## src/rtl/text_mem_arbiter.sv

```systemverilog
// Round-robin arbiter sharing the Video_Driver character-RAM port between two requesters.
// Define TMA_PROTECT_EN to block port-0 writes into the protected status row.
module text_mem_arbiter #(
    parameter int unsigned       ADDR_W    = 11,
    parameter int unsigned       DATA_W    = 16,
    parameter int unsigned       RD_LAT    = 1,
    parameter logic [ADDR_W-1:0] PROT_BASE = 11'h780
) (
    input  logic              sys_clk,
    input  logic              sys_rst_n,
    input  logic              req0,
    input  logic              we0,
    input  logic [ADDR_W-1:0] addr0,
    input  logic [DATA_W-1:0] wdata0,
    output logic              gnt0,
    output logic              rvalid0,
    output logic [DATA_W-1:0] rdata0,
    input  logic              req1,
    input  logic              we1,
    input  logic [ADDR_W-1:0] addr1,
    input  logic [DATA_W-1:0] wdata1,
    output logic              gnt1,
    output logic              rvalid1,
    output logic [DATA_W-1:0] rdata1,
    output logic [ADDR_W-1:0] mem_addr,
    output logic [DATA_W-1:0] mem_data,
    output logic              we,
    input  logic [DATA_W-1:0] ret_data,
    output logic              prot_hit
);

`ifdef TMA_PROTECT_EN
    localparam bit PROT_EN = 1'b1;
`else
    localparam bit PROT_EN = 1'b0;
`endif

    typedef enum logic {S_IDLE, S_HOLD} state_t;

    state_t            r_state;
    logic              r_last;
    logic              r_gnt0, r_gnt1, r_we;
    logic              r_rvalid0, r_rvalid1;
    logic              r_prot_hit;
    logic [ADDR_W-1:0] r_mem_addr;
    logic [DATA_W-1:0] r_mem_data;
    logic [DATA_W-1:0] r_rdata0, r_rdata1;
    logic [RD_LAT-1:0] r_tag_v;
    logic [RD_LAT-1:0] r_tag_p;

    logic              w_grant;
    logic              w_sel;
    logic              w_req_we;
    logic              w_block;
    logic [ADDR_W-1:0] w_addr;
    logic [DATA_W-1:0] w_wdata;

    // On a tie the port that did not win last time gets the slot.
    assign w_grant  = (r_state == S_IDLE) && (req0 || req1);
    assign w_sel    = (req0 && req1) ? ~r_last : req1;
    assign w_addr   = w_sel ? addr1  : addr0;
    assign w_wdata  = w_sel ? wdata1 : wdata0;
    assign w_req_we = w_sel ? we1    : we0;
    assign w_block  = PROT_EN && !w_sel && we0 && (addr0 >= PROT_BASE);

    always_ff @(posedge sys_clk) begin
        if (!sys_rst_n) begin
            r_state    <= S_IDLE;
            r_last     <= 1'b1;
            r_gnt0     <= 1'b0;
            r_gnt1     <= 1'b0;
            r_we       <= 1'b0;
            r_rvalid0  <= 1'b0;
            r_rvalid1  <= 1'b0;
            r_prot_hit <= 1'b0;
            r_mem_addr <= '0;
            r_mem_data <= '0;
            r_rdata0   <= '0;
            r_rdata1   <= '0;
            r_tag_v    <= '0;
            r_tag_p    <= '0;
        end else begin
            // Tag pipeline: stage 0 is loaded on the edge that registers mem_addr.
            r_tag_v[0] <= w_grant && !w_req_we;
            r_tag_p[0] <= w_sel;
            for (int unsigned k = 1; k < RD_LAT; k++) begin
                r_tag_v[k] <= r_tag_v[k-1];
                r_tag_p[k] <= r_tag_p[k-1];
            end
            r_rvalid0 <= r_tag_v[RD_LAT-1] && !r_tag_p[RD_LAT-1];
            r_rvalid1 <= r_tag_v[RD_LAT-1] &&  r_tag_p[RD_LAT-1];
            if (r_tag_v[RD_LAT-1] && !r_tag_p[RD_LAT-1]) r_rdata0 <= ret_data;
            if (r_tag_v[RD_LAT-1] &&  r_tag_p[RD_LAT-1]) r_rdata1 <= ret_data;

            case (r_state)
                S_IDLE: begin
                    r_gnt0 <= w_grant && !w_sel;
                    r_gnt1 <= w_grant &&  w_sel;
                    r_we   <= w_grant && w_req_we && !w_block;
                    if (w_grant) begin
                        r_mem_addr <= w_addr;
                        r_mem_data <= w_wdata;
                        r_last     <= w_sel;
                        r_state    <= S_HOLD;
                        if (w_block) r_prot_hit <= 1'b1;
                    end
                end
                S_HOLD: begin
                    r_gnt0  <= 1'b0;
                    r_gnt1  <= 1'b0;
                    r_we    <= 1'b0;
                    r_state <= S_IDLE;
                end
            endcase
        end
    end

    assign gnt0     = r_gnt0;
    assign gnt1     = r_gnt1;
    assign we       = r_we;
    assign rvalid0  = r_rvalid0;
    assign rvalid1  = r_rvalid1;
    assign rdata0   = r_rdata0;
    assign rdata1   = r_rdata1;
    assign mem_addr = r_mem_addr;
    assign mem_data = r_mem_data;
    assign prot_hit = PROT_EN && r_prot_hit;

endmodule

```

## config.mk

```make
export PLATFORM = sky130hd
export DESIGN_NAME = text_mem_arbiter
export DESIGN_NICKNAME = d
export VERILOG_FILES = /design/src/rtl/text_mem_arbiter.sv
export SDC_FILE = /design/constraint.sdc
export NUM_CORES = 1
export LEC_CHECK = 0
export ABC_AREA = 1
export ABC_CLOCK_PERIOD_IN_PS = 2100
export CELL_PAD_IN_SITES_DETAIL_PLACEMENT = 1
export CELL_PAD_IN_SITES_GLOBAL_PLACEMENT = 1
export CORE_AREA = 2 2 100 102
export CTS_CLUSTER_SIZE = 12
export DETAILED_ROUTE_END_ITERATION = 8
export DIE_AREA = 0 0 102 104
export GPL_TIMING_DRIVEN = 0
export PLACE_DENSITY = 0.83
export SLEW_MARGIN = 20
export SYNTH_ARGS = -nofsm -noshare
export SYNTH_HDL_FRONTEND = slang
export SYNTH_SLANG_ARGS = --single-unit
```

## constraint.sdc

```tcl
create_clock -name sys_clk -period 2.1 [get_ports sys_clk]
set_input_delay 0.42 -clock sys_clk [delete_from_list [all_inputs] [get_ports sys_clk]]
set_output_delay 0.42 -clock sys_clk [all_outputs]
set_load 0.01 [all_outputs]
```

======== Word level (Yosys, flattened, before mapping) ========
Cells that the tools add are included.
operators by class
  mux-type cells .......................... 9
  bitwise gates (word level) .............. 2
  reductions and logical operators ........ 13
operators with widths
  kind                                number
  two-way mux 16 bit                  1
  two-way mux 11 bit                  1
  logical AND 1 bit                   8
  one-hot mux 1 bit (2 select lines)  4
  zero test 1 bit                     3
  two-way mux 1 bit                   3
  NOT 1 bit                           2
  AND reduction 2 bit                 1
  logical OR 1 bit                    1
word-level totals
  register bits after elaboration ......... 68
  input bits .............................. 76
  output and inout port bits .............. 65
  word-level logic and storage cells ...... 37

======== Longest topological paths before layout ========
Gate-level depths: netlist (run 1).
  word-level depth ........................ 5
  gate-level depth with buffers ........... 8

======== Least setup slack after synthesis (run 1) ========
No wires, ideal clock.
  path kind ............................... in2reg
  start point ............................. in req1
  end point ............................... reg r_mem_data[1] (netlist: mem_data[1])
  arrival time ............................ 1.087 ns
  required time ........................... 2.042 ns
  path slack .............................. 0.955 ns
  cell stages on the path ................. 8
  buffers on the path ..................... 1
  cells stage by stage .................... nor2_1 nor2_4 inv_4 buf_4 nand2_1 nand2_1 nand2_1 nand2_1
between the ends
  cells in the longest elaborated chain, start to end .. 3
ends and longest elaborated chain
  item                                                              RTL line  text
  from (decl)                                                       18        input logic req1,
  logical AND 1 bit / logical OR 1 bit (equally long branches)      60, 59
  two-way mux 1 bit / logical AND 1 bit (equally long branches)     60, 59
  two-way mux 16 bit / AND reduction 2 bit (equally long branches)  n/a
  to (signal assigned)                                              102       r_mem_data <= w_wdata;
  to (decl)                                                         46        logic [DATA_W-1:0] r_mem_data;
Several ways; a longest one is shown, not always the timed one.
A chain may end at the register's enable or synchronous reset.

======== Worst setup path after layout (run 1) ========
  start point ............................. reg r_mem_data[8] (netlist: mem_data[8])
  end point ............................... out mem_data[8]
RTL lines
  item       RTL line  text
  to (decl)  26        output logic [DATA_W-1:0] mem_data,
No word-level cell between the ends.

==> impl_results.md, run 1 <==
* Top Ports at 141
* GRT Overall Usage at 16.8%
* Critical Path Start Type: flop
* Residual DRC at 0
* Rel. slew slack at 63.8%
* Post-synthesis mux area share at 0%
* Post-synth design cell area at 0.00272 mm^2
* Top cell type's share of synthesized area at 50.1%
* Die height at 104 um
* Initial Util at 28.4%
* Synth Area in Compound Gates at 9.22%
* Avg Inst Size Synth at 7.20 um^2
* Cell count after placement at 648
* Nets at 602
* WP buf/inv at 1
* Maximum clock path buffer count at 2
* Share of layout cells above drive strength 1 at 6.97%
* Routed len/inst at 13.7 um
* Vias in the first global route at 2957
* Peak Freq at 601 MHz
* Number of core rows at 36
* CTS tree: built
* Largest family of logic cells by synthesized area: simple AND/OR/NAND/NOR gates
* Commonest non-fill, non-tap cells in the layout: clkdlybuf4s50_1, nand2_1, nor2_1, dfxtp_1, o21ai_0
* Post-Synth Adder-Cell Area at 0%
* CTS resizes at 0
* CP Max Fanout at 2
* Ys Warns at 0
* Commonest non-fill, non-tap cell in the layout: clkdlybuf4s50_1
* Length of the first detailed-routing pass in iterations at 4
* Final hold viol count at 0
* Kind of end point of the critical path: output pin
* Clock share of power at 32.3%
* Status: finished clean
* Fin crit share at 79.3%
* Antenna violations before repair at 0
* Critical Path AT at 1.24 ns
* Max Cap Viol at 0
* Clk sinks at 68
* Synth Area in Simple Gates at 34.8%
* PortBufs at 138
* Cts hold-fix bufs at 0
* Synthesis-stage register bit count at 68
* Num CTS Buffers at 9
* Final setup vio count at 0
* Net Switching at 825 uW
* Synth Net Count at 453
* Worst-Margin Slew at 0.543 ns
* VDD IR max at 0.362 mV
* Pleak at 0.00187 uW
* Clk Latency, worst-skew pair at 0.34 ns
* H-tree level count at 3
* Worst path cell trace: clkdlybuf4s50_1
* Critical path class: reg -> out
* Area growth from synthesis to layout at 63.6%
* Worst Skew at 0.0134 ns
* ANT nets after route at 0
* Reg clk slew, reported paths at 0.08 ns
* Final WL at 9130 um
* Vias/cell at 4.37
* Largest stage delay on the critical path at 0.57 ns
* Cells after synthesis at 377
* Largest net degree at the start of global routing at 12
* Fill count at 1190
* Fin Setup TNS at 0 ns
* Post-synthesis cell type count at 20
* Internal power at 2220 uW
* RSZ-0062 raised after global routing: false
* Die area at 0.0106 mm^2
* Cell family with most CP delay: buffers and inverters
* Antenna cells at 0
* Min Tclk post-route at 1.66 ns
* CTS root buf: clkbuf_8
* Slew Viols, Final at 0
* Flop pwr share at 46.6%
* Switching power share of the total at 27.1%
* Hold Path Class: in -> reg
* Core area at 0.00955 mm^2
* GR Overflow Total at 0
* Area contributors post-synth: dfxtp_1, nand2_1, nor2_1
* Cell accounting for the most synthesized area: dfxtp_1
* Sequential area share after synthesis at 50.1%
* Initial drt markers at 49
* Post-CTS Setup Inserts at 0
* Comb power frac at 21.0%
* Worst path slowest cell: clkdlybuf4s50_1
* PwrDens at 684 mW/mm^2
* Hpwl dp at 7060 um
* Number of vias in the routed layout at 2904
* Final Non-Filler Cells at 664
* Post-Synth XOR/XNOR Area at 0%
* Worst EP required at 1.68 ns
* Placer Congestion at 0.753
* First-pass GRT wire length at 14100 um
* Die X at 102 um
cell families after synthesis:
family | count (synthesis)
AND/OR/NAND/NOR | 230
flip-flops | 68
buffers and inverters | 28
AO/OA/AOI/OAI | 50
other | 1
synthesized netlist by cell type, drive strengths merged:
cell,instances
a21oi,18
buf,15
clkbuf,6
clkinv,1
conb,1
dfxtp,68
inv,6
nand2,131
nand3,24
nor2,74
o21ai,32
or2,1
registers in the layout (all words and copies together), names as in the netlist:
name      count
gnt1          1
rvalid0       1
r_state       1
rdata0       16
rvalid1       1
r_tag_p       1
r_last        1
r_tag_v       1
we            1
mem_addr     11
mem_data     16
gnt0          1
rdata1       16
power by group through the flow:
stage	Sequential, uW	Clock, uW	Combinational [uW]
2_1_floorplan	1480	0	236
3_3_place_gp	1440	0	635
3_5_place_dp	1450	0	646
4_1_cts	1420	1020	651
5_1_grt	1430	1080	704
6_report	1420	984	639
cell type report:
cell class	instances	area, um^2	share of cell area (%)
Sequential cell	68	1360	30.6
Tap cell	133	166	3.75
Clock buffer	13	159	3.58
Timing Repair Buffer	138	1380	31.1
Multi-Input combinational cell	281	1200	27.0
Buffer	21	125	2.82
Inverter	7	28.8	0.648
Clock inverter	3	21.3	0.479
per-stage QoR:
stage          utilization [%]  worst slack (ns)  instance area, um^2  hold slack, ns  power, uW
2_1_floorplan                -             0.955                 2720           0.449       1720
3_3_place_gp              44.6             0.251                 4260           0.451       2080
3_5_place_dp              44.6             0.225                 4260           0.458       2090
4_1_cts                   46.5             0.411                 4440           0.372       3090
5_1_grt                   46.5             0.369                 4440           0.379       3210
6_report                  46.5             0.435                 4440           0.381       3040
worst paths after layout:
kind         slack (ns)  cells past startpoint                      from                       end
max                0.44                      1  mem_data[8]$_SDFFE_PN0P_               mem_data[8]
min                0.38                      3                 sys_rst_n   rdata0[15]$_SDFFE_PN0P_
max reg2reg        0.71                      6        r_tag_v$_SDFF_PN0_   rdata0[12]$_SDFFE_PN0P_
min reg2reg        0.47                      2  mem_data[9]$_SDFFE_PN0P_  mem_data[9]$_SDFFE_PN0P_
routing by layer:
layer / vias to the layer above / track usage (%) / share of wire, %
met1: 1315 / 18.3 / 42
met4: 0 / 3.62 / 0.82
met3: 8 / 7.53 / 9.8
li1: 1486 / - / -
met5: - / 0 / 0
met2: 95 / 29.7 / 48
No activity file was read; power rests on OpenSTA's default activity.
==> run 2, diff against run 1 <==
Settings changed: ABC_CLOCK_PERIOD_IN_PS 2100 to 1550, CORE_AREA 2 2 100 102 to 2 2 104 106, DIE_AREA 0 0 102 104 to 0 0 106 108, PLACE_DENSITY 0.83 to 0.77.
Clock period 2.1 ns to 1.55 ns, I/O delays scaled along.
==> impl_results.md, run 2 (synthesized netlist as in run 1, its figures left out) <==
* Final Util at 44.1%
* Largest stage delay on the critical path at 0.54 ns
* Die X at 106 um
* CTS root buf: clkbuf_8
* ANT nets after route at 0
* Hold Path Class: in -> reg
* Die area at 0.0114 mm^2
* Clk Latency, worst-skew pair at 0.34 ns
* Worst EP required at 1.24 ns
* First-pass GRT wire length at 15100 um
* Fin Hold WS at 0.269 ns
* CTS tree: built
* Placer Congestion at 0.726
* Nets at 602
* Min Tclk post-route at 1.51 ns
* Die height at 108 um
* PnR worst setup slack at 0.0361 ns
* WP buf/inv at 1
* Fin Setup TNS at 0 ns
* Peak Freq at 661 MHz
* Total Power at 4240 uW
* Length of the first detailed-routing pass in iterations at 4
* Worst path slowest cell: clkdlybuf4s50_1
* Kind of end point of the critical path: output pin
* Area growth from synthesis to layout at 66.0%
* Max Cap Viol at 0
* Worst path cell trace: clkdlybuf4s50_1
* Final hold viol count at 0
* Pre-CTS setup slack at -0.221 ns
* Initial Util at 26.5%
* Largest net degree at the start of global routing at 14
* Clk sinks at 68
* Cell family with most CP delay: buffers and inverters
* Critical path class: reg -> out
* Number of core rows at 37
* RSZ-0062 raised after global routing: true
* Top Ports at 141
* Worst Skew at 0.00864 ns
* CP Max Fanout at 2
* Number of vias in the routed layout at 2926
* Pleak at 0.00252 uW
* Share of layout cells above drive strength 1 at 7.34%
* Critical Path Start Type: flop
* Residual DRC at 0
* Core area at 0.0102 mm^2
* Vias/cell at 4.39
* Fill count at 1273
* Vias in the first global route at 3074
* Maximum clock path buffer count at 2
* VDD IR max at 0.469 mV
* Commonest non-fill, non-tap cells in the layout: nand2_1, clkdlybuf4s50_1, nor2_1, dfxtp_1, o21ai_0
* Cts hold-fix bufs at 0
* Rel. slew slack at 65.8%
* Reg clk slew, reported paths at 0.08 ns
* Initial drt markers at 127
* Antenna cells at 0
* Critical Path AT at 1.20 ns
* Post-CTS Setup Inserts at 0
* Num CTS Buffers at 9
* Slew Viols, Final at 0
* Commonest non-fill, non-tap cell in the layout: nand2_1
* PortBufs at 138
* Antenna violations before repair at 0
* Routed len/inst at 14.3 um
* Fin crit share at 97.7%
* GRT Overall Usage at 16.8%
* PwrDens at 940 mW/mm^2
* GR Overflow Total at 0
* Hpwl dp at 7350 um
* Final WL at 9510 um
* Status: finished clean
* Final setup vio count at 0
* Worst-Margin Slew at 0.513 ns
* H-tree level count at 3
run 2: cell types whose count changed in the layout (fill, tap and decap cells not counted), sizes merged:
| cell | before | now |
|---|---|---|
| bufinv | 0 | 1 |
| clkbuf | 19 | 15 |
| clkdlybuf4s50 | 138 | 77 |
| clkinv | 3 | 4 |
| clkinvlp | 1 | 2 |
| dlygate4sd2 | 0 | 30 |
| dlymetal6s2s | 0 | 31 |
| inv | 6 | 7 |
run 2: final cells by class:
class | instances | area, um^2 | area share, %
inverters | 7 | 28.8 | 0.639
flip-flops and latches | 68 | 1360 | 30.2
multi-input cells | 281 | 1200 | 26.6
well taps | 136 | 170 | 3.78
plain buffers | 21 | 125 | 2.78
clock buffers | 9 | 124 | 2.75
clock inverters | 7 | 76.3 | 1.69
repair buffers | 138 | 1420 | 31.5
run 2: power breakdown:
| part | switching [uW] | total (uW) | internal (uW) | leakage, uW |
|---|---|---|---|---|
| logic | 401 | 825 | 424 | 0.00186 |
| registers | 54.9 | 1920 | 1860 | 0.000557 |
| clock network | 745 | 1500 | 751 | 0.0000958 |
| total | 1200 | 4240 | 3040 | 0.00252 |
run 2: timing repair:
action | in CTS | in global routing
setup endpoints to repair | 30 | 33
gates resized for setup | 30 | 31
gates cloned | 0 | 0
run 2: stage by stage:
stage          cells  instance area (um^2)
6_report         667                  4510
5_1_grt          667                  4510
2_1_floorplan    377                  2720
4_1_cts          667                  4430
3_3_place_gp     651                  4270
3_5_place_dp     651                  4270
run 2: routing by layer:
metal	global-route usage, %	part of all wire [%]	up-vias	wire length, um
li1	-	-	1482	-
met1	19.3	43	1339	4130
met2	29.6	48	97	4540
met3	5.79	7.7	8	735
met4	5.08	1.0	0	99
met5	0	0	-	0
run 2: worst paths after layout:
kind	from	end	slack, ns	depth (start not counted)
worst min-delay path	sys_rst_n	rdata1[0]$_SDFFE_PN0P_	0.27	3
worst max-delay path	mem_data[15]$_SDFFE_PN0P_	mem_data[15]	0.04	1
worst min register to register	mem_data[11]$_SDFFE_PN0P_	mem_data[11]$_SDFFE_PN0P_	0.46	2
worst max register to register	r_tag_v$_SDFF_PN0_	rdata0[10]$_SDFFE_PN0P_	0.19	6
